==> src/rtl/pipe_ctrl_pkg.sv <==
// Shared types and constants for the pipeline stall/flush sequencer.
package pipe_ctrl_pkg;

    typedef enum logic [1:0] {
        RUN       = 2'd0,
        DIV_WAIT  = 2'd1,
        TRAP_WAIT = 2'd2
    } state_t;

    localparam int STG_IF  = 0;
    localparam int STG_ID  = 1;
    localparam int STG_EX  = 2;
    localparam int STG_MEM = 3;
    localparam int STG_WB  = 4;

    // A request at stage k freezes stages k..0, so every mask is a low-order run of ones.
    localparam logic [5:0] MASK_IF   = 6'b000001;
    localparam logic [5:0] MASK_ID   = 6'b000011;
    localparam logic [5:0] MASK_EX   = 6'b000111;
    localparam logic [5:0] MASK_MEM  = 6'b001111;
    localparam logic [5:0] MASK_TRAP = 6'b011111;

endpackage

==> src/rtl/pipe_perf_cnt.sv <==
// Free-running 64-bit performance counters for the pipeline sequencer (wrap modulo 2^64).
module pipe_perf_cnt (
    input  logic        clk,
    input  logic        rst_n,
    input  logic [5:0]  stall,
    input  logic        div_wait,
    input  logic        flush,
    output logic [63:0] perf_cycles,
    output logic [63:0] perf_stall_id,
    output logic [63:0] perf_stall_div,
    output logic [63:0] perf_flush
);

    always_ff @(posedge clk or negedge rst_n) begin
        if (!rst_n) begin
            perf_cycles    <= '0;
            perf_stall_id  <= '0;
            perf_stall_div <= '0;
            perf_flush     <= '0;
        end else begin
            perf_cycles <= perf_cycles + 64'd1;
            if (stall[1] && !stall[2]) perf_stall_id  <= perf_stall_id + 64'd1;
            if (div_wait)              perf_stall_div <= perf_stall_div + 64'd1;
            if (flush)                 perf_flush     <= perf_flush + 64'd1;
        end
    end

endmodule

==> src/rtl/pipe_ctrl.sv <==
// Stall/flush sequencer for the five-stage pipeline: stall merge, divide hold with
// watchdog, and trap redirect ordered behind outstanding stores. PIPE_CTRL_PERF_EN adds perf counters.
//
// state     | meaning
// ----------+-------------------------------------------------------------
// RUN       | normal flow; per-stage stall requests merged combinationally
// DIV_WAIT  | divide in flight, EX and younger held, watchdog counting
// TRAP_WAIT | trap accepted but a store is outstanding; full freeze
module pipe_ctrl
    import pipe_ctrl_pkg::*;
#(
    parameter int DIV_TIMEOUT = 80
) (
    input  logic        clk,
    input  logic        rst_n,
    input  logic        stallreq_if,
    input  logic        stallreq_id,
    input  logic        div_start,
    input  logic        div_done,
    input  logic        stallreq_mem,
    input  logic        mem_busy,
    input  logic        excp_req,
    input  logic [63:0] excp_pc,
    output logic [5:0]  stall,
    output logic        flush,
    output logic        redirect_valid,
    output logic [63:0] redirect_pc,
    output logic        excp_ack,
    output logic        div_kill,
    output logic        ctrl_err
`ifdef PIPE_CTRL_PERF_EN
    ,
    output logic [63:0] perf_cycles,
    output logic [63:0] perf_stall_id,
    output logic [63:0] perf_stall_div,
    output logic [63:0] perf_flush
`endif
);

    localparam int WD_W = $clog2(DIV_TIMEOUT + 1);
    localparam logic [WD_W-1:0] WD_LAST = WD_W'(DIV_TIMEOUT - 1);

    state_t          state, state_next;
    logic [WD_W-1:0] wd_cnt, wd_next, wd_inc;
    logic [5:0]      req_mask, stall_v;
    logic            flush_v, kill_v, err_set;

    assign wd_inc = wd_cnt + WD_W'(1);

    always_comb begin
        req_mask = 6'b0;
        if (stallreq_mem) req_mask = req_mask | MASK_MEM;
        if (stallreq_id)  req_mask = req_mask | MASK_ID;
        if (stallreq_if)  req_mask = req_mask | MASK_IF;
    end

    always_comb begin
        state_next = state;
        wd_next    = wd_cnt;
        stall_v    = 6'b0;
        flush_v    = 1'b0;
        kill_v     = 1'b0;
        err_set    = 1'b0;
        case (state)
            RUN: begin
                if (excp_req) begin
                    if (!mem_busy) begin
                        flush_v = 1'b1;
                    end else begin
                        stall_v    = MASK_TRAP;
                        state_next = TRAP_WAIT;
                    end
                end else begin
                    stall_v = req_mask;
                    if (div_start) begin
                        stall_v    = stall_v | MASK_EX;
                        wd_next    = '0;
                        state_next = DIV_WAIT;
                    end
                end
            end
            DIV_WAIT: begin
                if (excp_req) begin
                    kill_v = 1'b1;
                    if (!mem_busy) begin
                        flush_v    = 1'b1;
                        state_next = RUN;
                    end else begin
                        stall_v    = MASK_TRAP;
                        state_next = TRAP_WAIT;
                    end
                end else begin
                    stall_v = req_mask;
                    if (div_done) begin
                        state_next = RUN;
                    end else if (wd_inc == WD_LAST) begin
                        // Timeout cycle: the divide is abandoned, so EX is released too.
                        kill_v     = 1'b1;
                        err_set    = 1'b1;
                        state_next = RUN;
                    end else begin
                        stall_v = stall_v | MASK_EX;
                        wd_next = wd_inc;
                    end
                end
            end
            TRAP_WAIT: begin
                if (!mem_busy) begin
                    flush_v    = 1'b1;
                    state_next = RUN;
                end else begin
                    stall_v = MASK_TRAP;
                end
            end
            default: state_next = RUN;
        endcase
    end

    always_ff @(posedge clk or negedge rst_n) begin
        if (!rst_n) begin
            state    <= RUN;
            wd_cnt   <= '0;
            ctrl_err <= 1'b0;
        end else begin
            state  <= state_next;
            wd_cnt <= wd_next;
            if (err_set) ctrl_err <= 1'b1;
        end
    end

    // Outputs are forced quiet while reset is held, whatever the requesters drive.
    always_comb begin
        stall          = rst_n ? stall_v : 6'b0;
        flush          = rst_n & flush_v;
        redirect_valid = flush;
        excp_ack       = flush;
        redirect_pc    = flush ? excp_pc : 64'd0;
        div_kill       = rst_n & kill_v;
    end

`ifdef PIPE_CTRL_PERF_EN
    pipe_perf_cnt u_perf (
        .clk            (clk),
        .rst_n          (rst_n),
        .stall          (stall),
        .div_wait       (state == DIV_WAIT),
        .flush          (flush),
        .perf_cycles    (perf_cycles),
        .perf_stall_id  (perf_stall_id),
        .perf_stall_div (perf_stall_div),
        .perf_flush     (perf_flush)
    );
`endif

endmodule

==> config.mk <==
export PLATFORM = sky130hd
export DESIGN_NAME = pipe_ctrl
export DESIGN_NICKNAME = d
export VERILOG_FILES = /design/src/rtl/pipe_ctrl_pkg.sv /design/src/rtl/pipe_perf_cnt.sv /design/src/rtl/pipe_ctrl.sv
export SDC_FILE = /design/constraint.sdc
export NUM_CORES = 1
export LEC_CHECK = 0
export CELL_PAD_IN_SITES_DETAIL_PLACEMENT = 0
export CELL_PAD_IN_SITES_GLOBAL_PLACEMENT = 1
export CORE_AREA = 4 4 92 94
export DETAILED_ROUTE_END_ITERATION = 16
export DIE_AREA = 0 0 96 98
export GPL_TIMING_DRIVEN = 0
export PLACE_DENSITY_LB_ADDON = 0.1
export SLEW_MARGIN = 20
export SYNTH_ARGS = -nofsm -noshare
export SYNTH_HDL_FRONTEND = slang
export SYNTH_SLANG_ARGS = --single-unit
==> constraint.sdc <==
create_clock -name clk -period 2.39 [get_ports clk]
set_input_delay 0.478 -clock clk [delete_from_list [all_inputs] [get_ports clk]]
set_output_delay 0.478 -clock clk [all_outputs]
set_load 0.005 [all_outputs]
==> impl_metrics.yaml <==
status:
  status: "finished clean"
yosys:
  ys_seq_area_share_pct: 19.6
  yosys_warnings: 0
  synth_fp_nets: 246
  synth_area_per_cell_sq_um: 7.48
  syn_area_sq_mm: 0.00128
  async_flop_share_pct: 100
  syn-instance-count: 171
  synth_seq_cells: 10
  ys_types: 45
  synth_top_flop_cell: "dfrtp_1"
  synth_edf_count: 0
global_route:
  antenna_found_initial: 0
  grt_overflow_total: 0
  gr-usage-met2_pct: 26.3
  grt_pass1_vias: 1627
  gr-max-usage-layer: "met2"
  grtUsageMet3_pct: 1.77
  grt_max_degree: 19
  grt_usage_pct: 13.0
  grt_pass1_wl_microns: 9430
  globalRouteMet1Util_pct: 13.8
detailed_routing:
  via_count: 1740
  ant_nets: 0
  routed_wl_microns: 6430
  routed_via_density: 3.95
  routedWlPerCell_microns: 14.6
  dr.pass1.iters: 4
  drt_iter0_drc: 28
  drc: 0
placement:
  dp_cells: 419
  portBuffers: 146
  placed_area_sq_mm: 0.00287
  dp_hpwl_microns: 5290
  pre_cts_slack_ps: -1090
  place.gp.congestion: 0.718
cells_and_area:
  final_common_cell: "clkdlybuf4s50_1"
  stdcell_area_sq_mm: 0.00302
  diodes: 0
  instances_no_fill: 440
  final_util_pct: 39.5
  final_cell_mix: "71 x clkdlybuf4s50_1, 65 x and2_1, 21 x clkbuf_2, 20 x clkdlybuf4s15_1, 18 x buf_2"
  fin_nets: 414
  drive_gt1_share_pct: 28.7
  synthToLayoutAreaGrowth_pct: 136
worst_setup_path:
  arrival_ps: 1900
  cp_top_family: "compound AO/OA/AOI/OAI gates"
  path_cells: "ha_4 -> nand2_4 -> nor2_4 -> a32o_2 -> a21oi_4 -> o32a_1 -> o311a_1 -> buf_2"
  path_class: "flip-flop to primary output"
  startpoint_type: "flip-flop"
  critPathMaxFanout: 5
  critPathRequiredTime_ps: 1910
  max_stage_delay_ps: 430
  cp-end-kind: "primary output"
  crit_buf_inv: 1
  cpMaxStageDelayCell: "dfrtp_2"
die:
  rows: 32
  die_w_microns: 96
  die_y_microns: 98
  core_sq_mm: 0.00765
  start_util_pct: 16.7
  die-area_sq_mm: 0.00941
  pin_count: 148
clock_tree:
  cts-root-buf: "clkbuf_8"
  cts-buffers-inserted: 3
  cts_hold_buf: 0
  cts_tree: "built"
  clk_pin_slew_worst_paths_ps: 60
  worstSkewPairLatency_ps: 240
  cts-htree-levels: 1
  cts.sinks: 10
  clk_path_buf_depth: 2
job:
  cap_viol_max_count: 0
min_path:
  hp-class: "input port to asynchronous set/reset pin"
sta:
  clock.fmax_mhz: 421
  hold_viol_final: 0
  rsz0062_at_grt: "true"
  fin_ws_ps: 16.2
  fin_crit_ps: 2370
  fin_hold_ws_ps: 152
  period_share_pct: 99.3
  setup_viol: 0
  skew_ps: 4.09
  final_max_slew_viol_count: 0
power_and_ir_drop:
  leakage_nw: 1.47
  power_density_mw_per_mm2: 256
  peakVddDrop_mv: 0.198
worst register-to-register path, delay by kind of cell, from the launching register on:
family | cells | cell delay (ps)
flip-flops | 1 | 410
AND/OR/NAND/NOR | 2 | 510
AO/OA/AOI/OAI | 2 | 340
multiplexers | 1 | 310
buffers and inverters | 3 | 430
cell usage after synthesis (2+ instances only):
cell type,count,share of area [%]
nor3_1,3,1.2
and2_1,65,32
a21oi_1,4,1.6
nand2_1,13,3.8
nand2b_1,5,2.4
ha_1,2,2.0
buf_2,2,0.78
a31oi_1,4,2.0
dfrtp_1,10,20
o21ai_1,4,1.6
buf_4,4,2.3
mux2i_1,2,1.6
o211a_1,2,1.6
a221o_1,2,1.6
nor2_1,10,2.9
o21ai_0,4,1.6
inv_1,2,0.59
clkbuf_1,6,1.8
kinds of logic (layout without fill, tap and decap cells):
kind of cell,count (synthesis),count (layout),share of synthesized area [%]
buffers and inverters,16,183,6.65
xor gates and xnor gates,1,1,0.685
DFF,10,10,19.6
other,1,1,0.293
muxes,4,4,3.62
adders and majority gates,2,2,1.96
and+or+nand+nor,109,109,50.5
AOI/OAI and AO/OA,28,28,16.7
power by group:
| part | internal [mW] | leakage (nW) | total, mW | switching [mW] |
|---|---|---|---|---|
| logic | 0.240 | 1.31 | 0.363 | 0.123 |
| registers | 0.178 | 0.131 | 0.189 | 0.0113 |
| clock network | 0.145 | 0.0288 | 0.220 | 0.0745 |
| total | 0.564 | 1.47 | 0.772 | 0.209 |
cell type report:
| type | count | area, sq um |
|---|---|---|
| Timing Repair Buffer | 163 | 1400 |
| Sequential cell | 10 | 254 |
| Inverter | 3 | 11.3 |
| Clock buffer | 4 | 55.1 |
| Buffer | 13 | 146 |
| Multi-Input combinational cell | 145 | 1030 |
| Tap cell | 102 | 128 |
| Fill cell | 820 | 4630 |
flip-flops by register name, indices dropped and copies added, names as in the netlist:
name      flops
wd_cnt        7
state         2
ctrl_err      1
per-layer routing:
metal	wire length (microns)	vias to the layer above
met4	27	0
met2	3590	81
li1	-	903
met3	531	2
met1	2290	754
met5	0	-
timing repair:
| action | CTS | global route |
|---|---|---|
| pin swaps | 7 | 6 |
| resized for setup | 167 | 66 |
| setup buffers | 13 | 2 |
| cloned | 2 | 0 |
| endpoints found under the setup margin | 73 | 56 |
per-stage QoR:
| stage | setup TNS, ps | total power, mW |
|---|---|---|
| 6_report | 0 | 0.772 |
| 5_1_grt | -188 | 0.829 |
| 3_5_place_dp | -69040 | 0.542 |
| 3_3_place_gp | -71080 | 0.547 |
| 4_1_cts | -41.0 | 0.777 |
| 2_1_floorplan | 0 | 0.299 |
path summary, 6_finish.rpt:
kind | startpoint | end | slack, ps | cells after the start
worst max-delay path | wd_cnt[1] | stall[2] | 20 | 8
worst min-delay path | rst_n | wd_cnt[4] | 150 | 1
worst max register to register | state[1] | wd_cnt[1] | 270 | 8
worst min register to register | ctrl_err | ctrl_err | 480 | 1
max in group asynchronous | rst_n | wd_cnt[5] | 1950 | 1
min in group clk | ctrl_err | ctrl_err | 480 | 1
Note: power is estimated with default switching activity, not from simulation.
